[src/rtl/div_iter.sv]
// Iterative radix-2 restoring divider.
// Takes one dividend/divisor pair per operation and returns {remainder, quotient}
// on a single-cycle result strobe. It produces one quotient bit per clock.
// SIGNED selects two's-complement operands (truncating division) or unsigned operands.
`timescale 1ns/1ps

module div_iter #(
  parameter int DATA_W = 32,
  parameter bit SIGNED = 1'b1
) (
  input  logic                  clk,
  input  logic                  reset,
  input  logic                  s_axis_divisor_tvalid,
  output logic                  s_axis_divisor_tready,
  input  logic [DATA_W-1:0]     s_axis_divisor_tdata,
  input  logic                  s_axis_dividend_tvalid,
  output logic                  s_axis_dividend_tready,
  input  logic [DATA_W-1:0]     s_axis_dividend_tdata,
  input  logic                  cancel,
  output logic                  m_axis_dout_tvalid,
  output logic [2*DATA_W-1:0]   m_axis_dout_tdata
);

  localparam int                CNT_W    = (DATA_W > 1) ? $clog2(DATA_W) : 1;
  localparam logic [CNT_W-1:0]  CNT_LAST = CNT_W'(DATA_W - 1);
  localparam logic [CNT_W-1:0]  CNT_ONE  = CNT_W'(1);
  localparam logic [CNT_W-1:0]  CNT_ZERO = CNT_W'(0);
  localparam logic [DATA_W-1:0] ALL_ZERO = {DATA_W{1'b0}};
  localparam logic [DATA_W-1:0] ALL_ONES = {DATA_W{1'b1}};

  typedef enum logic [2:0] {
    ST_IDLE = 3'd0,
    ST_PREP = 3'd1,
    ST_ITER = 3'd2,
    ST_FIX  = 3'd3,
    ST_DONE = 3'd4
  } state_t;

  // Two's-complement negation.
  function automatic logic [DATA_W-1:0] negate(input logic [DATA_W-1:0] x);
    return ALL_ZERO - x;
  endfunction

  // Unsigned magnitude of an operand. The most negative value maps to 2^(W-1).
  function automatic logic [DATA_W-1:0] magnitude(input logic [DATA_W-1:0] x);
    if (SIGNED && x[DATA_W-1]) begin
      return negate(x);
    end else begin
      return x;
    end
  endfunction

  state_t              state_r;
  state_t              state_nxt_s;
  logic                accept_s;
  logic [DATA_W-1:0]   dividend_r;
  logic [DATA_W-1:0]   divisor_r;
  logic [DATA_W-1:0]   bmag_r;
  logic [DATA_W-1:0]   rem_r;
  logic [DATA_W-1:0]   quo_r;
  logic [CNT_W-1:0]    cnt_r;
  logic                qneg_r;
  logic                rneg_r;
  logic [DATA_W:0]     rem_shift_s;
  logic [DATA_W:0]     trial_s;
  logic [DATA_W-1:0]   rem_nxt_s;
  logic [DATA_W-1:0]   quo_nxt_s;
  logic [2*DATA_W-1:0] result_s;
  logic [2*DATA_W-1:0] tdata_r;
  logic                tvalid_r;
  logic                ready_s;

  // Both operand channels share one ready: IDLE only, and a flush always holds it low.
  assign ready_s                = (state_r == ST_IDLE) && !cancel;
  assign s_axis_divisor_tready  = ready_s;
  assign s_axis_dividend_tready = ready_s;
  assign m_axis_dout_tvalid     = tvalid_r;
  assign m_axis_dout_tdata      = tdata_r;

  // State register.
  always_ff @(posedge clk) begin
    if (reset) begin
      state_r <= ST_IDLE;
    end else begin
      state_r <= state_nxt_s;
    end
  end

  // Next-state logic. A flush returns to IDLE from every state; DONE always returns to IDLE.
  always_comb begin
    state_nxt_s = state_r;
    accept_s    = 1'b0;
    case (state_r)
      ST_IDLE: begin
        if (!cancel && s_axis_divisor_tvalid && s_axis_dividend_tvalid) begin
          state_nxt_s = ST_PREP;
          accept_s    = 1'b1;
        end else begin
          state_nxt_s = ST_IDLE;
        end
      end
      ST_PREP: begin
        if (cancel) begin
          state_nxt_s = ST_IDLE;
        end else begin
          state_nxt_s = ST_ITER;
        end
      end
      ST_ITER: begin
        if (cancel) begin
          state_nxt_s = ST_IDLE;
        end else if (cnt_r == CNT_LAST) begin
          state_nxt_s = ST_FIX;
        end else begin
          state_nxt_s = ST_ITER;
        end
      end
      ST_FIX: begin
        if (cancel) begin
          state_nxt_s = ST_IDLE;
        end else begin
          state_nxt_s = ST_DONE;
        end
      end
      ST_DONE: begin
        state_nxt_s = ST_IDLE;
      end
      default: begin
        state_nxt_s = ST_IDLE;
      end
    endcase
  end

  // One restoring step. The partial remainder is W+1 bits wide once it is shifted.
  // The divisor magnitude is at most 2^W-1, so a W+1-bit subtraction shows the sign in its MSB.
  always_comb begin
    rem_shift_s = {rem_r, quo_r[DATA_W-1]};
    trial_s     = rem_shift_s - {1'b0, bmag_r};
    if (trial_s[DATA_W]) begin
      rem_nxt_s = rem_shift_s[DATA_W-1:0];
      quo_nxt_s = {quo_r[DATA_W-2:0], 1'b0};
    end else begin
      rem_nxt_s = trial_s[DATA_W-1:0];
      quo_nxt_s = {quo_r[DATA_W-2:0], 1'b1};
    end
  end

  // Final result: divide-by-zero bypasses the sign fixup; signed builds restore the signs.
  // MIN/-1 needs no special case: |MIN|/1 = 2^(W-1) = MIN, and both sign flags cancel.
  always_comb begin
    result_s = {rem_r, quo_r};
    if (divisor_r == ALL_ZERO) begin
      result_s = {dividend_r, ALL_ONES};
    end else if (SIGNED) begin
      result_s = {(rneg_r ? negate(rem_r) : rem_r),
                  (qneg_r ? negate(quo_r) : quo_r)};
    end else begin
      result_s = {rem_r, quo_r};
    end
  end

  // Datapath registers: capture operands, prepare magnitudes, iterate, and register the result.
  always_ff @(posedge clk) begin
    if (reset) begin
      dividend_r <= ALL_ZERO;
      divisor_r  <= ALL_ZERO;
      bmag_r     <= ALL_ZERO;
      rem_r      <= ALL_ZERO;
      quo_r      <= ALL_ZERO;
      cnt_r      <= CNT_ZERO;
      qneg_r     <= 1'b0;
      rneg_r     <= 1'b0;
      tdata_r    <= {(2*DATA_W){1'b0}};
      tvalid_r   <= 1'b0;
    end else begin
      tvalid_r <= (state_r == ST_FIX) && !cancel;
      case (state_r)
        ST_IDLE: begin
          if (accept_s) begin
            dividend_r <= s_axis_dividend_tdata;
            divisor_r  <= s_axis_divisor_tdata;
          end
        end
        ST_PREP: begin
          rem_r  <= ALL_ZERO;
          quo_r  <= magnitude(dividend_r);
          bmag_r <= magnitude(divisor_r);
          qneg_r <= dividend_r[DATA_W-1] ^ divisor_r[DATA_W-1];
          rneg_r <= dividend_r[DATA_W-1];
          cnt_r  <= CNT_ZERO;
        end
        ST_ITER: begin
          rem_r <= rem_nxt_s;
          quo_r <= quo_nxt_s;
          cnt_r <= cnt_r + CNT_ONE;
        end
        ST_FIX: begin
          if (!cancel) begin
            tdata_r <= result_s;
          end
        end
        default: begin
        end
      endcase
    end
  end

endmodule

[config.mk]
export PLATFORM = sky130hd
export DESIGN_NAME = div_iter
export DESIGN_NICKNAME = d
export VERILOG_FILES = /design/src/rtl/div_iter.sv
export SDC_FILE = /design/constraint.sdc
export NUM_CORES = 1
export LEC_CHECK = 0
export ABC_AREA = 1
export CORE_MARGIN = 2
export CORE_UTILIZATION = 50
export CTS_CLUSTER_DIAMETER = 60
export DETAILED_ROUTE_END_ITERATION = 12
export DONT_BUFFER_PORTS = 1
export PLACE_DENSITY = 0.68
export SLEW_MARGIN = 15
export SYNTH_ARGS = -nofsm -noshare
export SYNTH_HDL_FRONTEND = slang
export SYNTH_SLANG_ARGS = --single-unit
[constraint.sdc]
create_clock -name clk -period 2.3 [get_ports clk]
set_clock_uncertainty 0.15 [all_clocks]
set_input_delay 0.345 -clock clk [delete_from_list [all_inputs] [get_ports clk]]
set_output_delay 0.345 -clock clk [all_outputs]
set_load 0.02 [all_outputs]
; ---- After elaboration in Yosys (flattened, before gate mapping)
; Cells that the tools add are included.
[word_totals]
register_bits = 235
n_memories = 0
inputBits = 69
elab_cells = 51
ramBits = 0
rom_bits = 0
out_inout_bits = 67
latch_bits = 0
[classes]
eq_ne = 4
n_bitwise = 2
reduce_logical = 10
n_mux = 18
n_shift = 0
n_addsub = 6
n_lt_le_gt_ge = 0
div_mod_pow = 0
n_mul = 0
[ops]
columns = cell, n
row1 = 2-to-1 mux 32 bit, 5
row2 = case mux 32 bit (2 select lines), 2
row3 = subtractor 1 x 32 -> 32 bit (first input constant), 4
row4 = 2-to-1 mux 64 bit, 1
row5 = subtractor 33 x 32 -> 33 bit, 1
row6 = zero test 32 bit, 1
row7 = case mux 3 bit (4 select lines), 1
row8 = case mux 5 bit (2 select lines), 1
row9 = == test 3 x 2 -> 1 bit (second input constant), 2
row10 = adder 5 x 1 -> 5 bit (second input constant), 1
row11 = == test 5 bit (second input constant), 1
row12 = 2-to-1 mux 1 bit, 5
row13 = logical AND 1 bit, 4
row14 = 2-to-1 mux 2 bit, 2
row15 = AND reduction 2 bit, 2
row16 = == test 3 x 1 -> 1 bit (second input constant), 1
row17 = zero test 3 bit, 1
row18 = 2-to-1 mux 3 bit, 1
row19 = nonzero test 2 bit, 1
row20 = zero test 1 bit, 1
row21 = inverter 1 bit, 1
row22 = bitwise XOR 1 bit, 1

; ---- Longest topological paths before layout
[logic_depth]
word_depth = 6
depth_mapped = 18
ltp_nobuf = 17

; ---- Worst setup path after synthesis
; No wires, ideal clock.
[synth_path]
kind = register to register
from = reg quo_r[31]
to = reg rem_r[20]
t_required_ns = 2.018
slack_ns = -0.024
path_buffers = 1
stages_incl_launch_ff = 19
synth_period_minus_slack_ns = 2.324
arrival_ns = 2.042
setup_ns = 0.132
cell_sequence = dfxtp_1 -> inv_1 -> ha_1 -> fa_1 -> inv_1 -> nand2_1 -> nand2_1 -> nand3_1 -> nand2_2 -> nand2_2 -> nand2_4 -> nand2_4 -> nand2_4 -> nand2_8 -> nand2_8 -> buf_6 -> nand2_2 -> nand3_1 -> a21oi_1
[synth_via]
elab_chain_len = 3
[synth_rtl]
columns = element, line
row1 = start: declaration, 60  ; logic [DATA_W-1:0] quo_r;
row2 = start signal: assignment, 186  ; quo_r <= magnitude(dividend_r);
row3 = start signal: assignment, 194  ; quo_r <= quo_nxt_s;
row4 = subtractor 33 x 32 -> 33 bit, 138  ; trial_s = rem_shift_s - {1'b0, bmag_r};
row5 = 2-to-1 mux 32 bit, 139  ; if (trial_s[DATA_W]) begin
row6 = case mux 32 bit (2 select lines), 177  ; case (state_r)
row7 = end signal: assignment, 193  ; rem_r <= rem_nxt_s;
row8 = end: declaration, 59  ; logic [DATA_W-1:0] rem_r;
; No other way between the ends.
; A chain may end at the register's enable or synchronous reset.

; ---- Worst setup path after layout
[layout_path]
from = reg quo_r[31]
to = reg rem_r[15]
; Same word-level chain as after synthesis.

==> results_dict.tcl <==
set metrics [dict create \
    clkLatencyLatePin_ps 580 \
    synth.top_cell.area_share_pct 30.56 \
    drive_gt1_share_pct 17.46 \
    initial_utilization_pct 50.59 \
    min_period_over_period_pct 105.2 \
    wire_per_inst_um 18.46 \
    num_rows 64 \
    ys_dominant_reg_cell "dfxtp_1" \
    routed_wl_mm 57.51 \
    critPathKind "reg2reg" \
    cts_tree "yes" \
    tightest_slew_ps 618.8 \
    synth_area_sq_um 15390 \
    dpl-instance-area_sq_um 16830 \
    port_buffers 0 \
    synth_edf_count 0 \
    diodes 0 \
    ios 136 \
    worst_setup_path_start_kind "flip-flop" \
    synth_seq_area_share_pct 30.56 \
    period_needed_ps 2420 \
    place_ws_ps -133.2 \
    ys_ff_latch 235 \
    die-width_um 179.5 \
    final_hold_viol_count 101 \
    rr_worst_depth 18 \
    gp_congestion 0.9787 \
    arrival_ps 2710 \
    setup_violations 32 \
    clockBufferDepth 3 \
    grtUsageTotal_pct 33.50 \
    cts_buffers 30 \
    die_y_um 179.5 \
    ir_drop_uv 718.5 \
    grt_pass1_vias 16270 \
    p_leak_nw 9.288 \
    ys_warn_count 0 \
    outcome "finished with violations" \
    nets 2804 \
    finalPower_mw 12.54 \
    ant_nets 0 \
    whs_path_depth 1 \
    synth_most_common_cell "nand2_1" \
    core_sq_um 30430 \
    via_per_inst 5.644 \
    drv_slew 0 \
    synth_area_leaders "dfxtp_1, nand2_1, inv_1, nand3_1, a21oi_1" \
    max_slew_margin_pct 58.70 \
    synth_largest_area_cell "dfxtp_1" \
    htree_levels 1 \
    cts.reportedPaths.clkPinSlew_ps 60 \
    fin_area_sq_um 20060 \
    syn_inst 2480 \
    violations "negative hold slack, negative setup slack" \
    ys_top_cells_by_count "nand2_1, inv_1, dfxtp_1" \
    root_buffer "clkbuf_16" \
    maxCapViolations 0 \
    grt_antenna_before_repair 1 \
    grt_pass1_wl_mm 87.74 \
    clkSinkCount 235 \
    critPathMaxFanout 7 \
    drc_errors 0 \
    max_freq_mhz 413.2 \
    required_ps 2590 \
    grt_max_degree 132 \
    hold_path_class "in2reg" \
    whs_ps -322.5 \
    vias 17590 \
    syn-num-nets 2588 \
    overflow 0 \
    hpwl_mm 41.31 \
    final.setup.tns_ps -2531 \
    p_per_area_nw_per_um2 625.2 \
    async_reset_ff_share_pct 0 \
    endpoint_kind "flip-flop" \
    area_growth_pct 30.32 \
    rsz0062_at_grt "true" \
    n_fill_cell 2809 \
    syn_avg_cell_area_sq_um 6.208 \
    hold_buffers 92 \
    drtIter0Drc 1782 \
    synth.distinct_cells 49 \
    fin_ws_ps -119.9 \
    dieArea_sq_um 32210 \
    firstDrtPassIters 6 \
]
metrics by stage:
stage | instances | util (%)
floorplan | 2480 | -
global placement | 2939 | 55.31
detailed placement | 2939 | 55.31
CTS | 3100 | 62.76
global route | 3116 | 65.93
finish | 3116 | 65.93
report_power, final:
group          switching (mW)  internal, mW  total, mW
clock network            1.94          2.88       4.82
registers              0.0966          4.17       4.26
logic                    2.16          1.30       3.46
total                    4.19          8.35       12.5
placed cells by master, fill, tap and decap left out, types with 57 or more instances in the layout:
master	n
inv_1	313
xor2_1	57
nand3_1	169
buf_4	170
dlygate4sd3_1	92
a21oi_1	174
dfxtp_1	229
nand2_1	622
o21ai_0	167
nor2_1	218
final timing paths:
check | from | to | slack (ps)
setup / recovery | quo_r[31] | rem_r[15] | -120
hold / removal | reset | m_axis_dout_tdata[34] | -320
setup reg to reg | quo_r[31] | rem_r[15] | -120
hold reg to reg | dividend_r[0] | dividend_r[0] | 340
kinds of logic (layout without fill, tap and decap cells):
logic type,after synthesis,after routing,synth area share [%]
AOI/OAI and AO/OA,473,473,16.43
adders and majority gates,39,39,3.218
and+or+nand+nor,1218,1223,34.14
buffers and inverters,440,675,11.39
DFF,235,235,30.56
xor gates and xnor gates,75,75,4.267
critical path: stages, from the launching register on:
cell,delay (ps)
dfxtp_2,330
inv_2,50
ha_4,150
fa_2,360
inv_2,80
nand2_2,50
nand2_2,60
nand3_2,80
nand2_2,90
nand2_2,60
nand2_4,70
nand2_4,80
nand2_8,110
nand2_8,90
buf_12,160
nand2_8,100
nand2_1,70
nand3_1,70
a21oi_1,60
timing repair:
action / in CTS / in global routing
gates resized for setup: 32 / 168
hold endpoints to repair: 194 / 101
gates cloned: 4 / 5
setup buffers: 9 / 11
pin swaps: 12 / 39
endpoints found under the setup margin: 33 / 98
cell type report:
class / count / area [sq um] / area share, %
Timing Repair Buffer: 285 / 2645 / 13.18
Sequential cell: 235 / 4715 / 23.50
Tap cell: 396 / 495.5 / 2.470
Clock buffer: 45 / 877.1 / 4.372
Clock inverter: 11 / 151.4 / 0.7546
Inverter: 334 / 1262 / 6.293
Multi-Input combinational cell: 1810 / 9916 / 49.43
sequential cells by signal, summed over array words and instances, names as in the netlist:
register and flops:
m_axis_dout_tdata 64, dividend_r 32, state_r 3, m_axis_dout_tvalid 1, quo_r 32, divisor_r 32
cnt_r 5, qneg_r 1, bmag_r 32, rneg_r 1, rem_r 32
routing by layer:
metal  vias up  part of all wire, %  track usage (%)  routed length [um]
met5         -                    0                0                   0
met1      8263                   45            48.52               26030
li1       8464                    -                -                   -
met4         0                  2.9            8.488                1682
met2       754                   44            52.87               25070
met3       107                  8.2            4.032                4725
(Power assumes the default switching activity.)
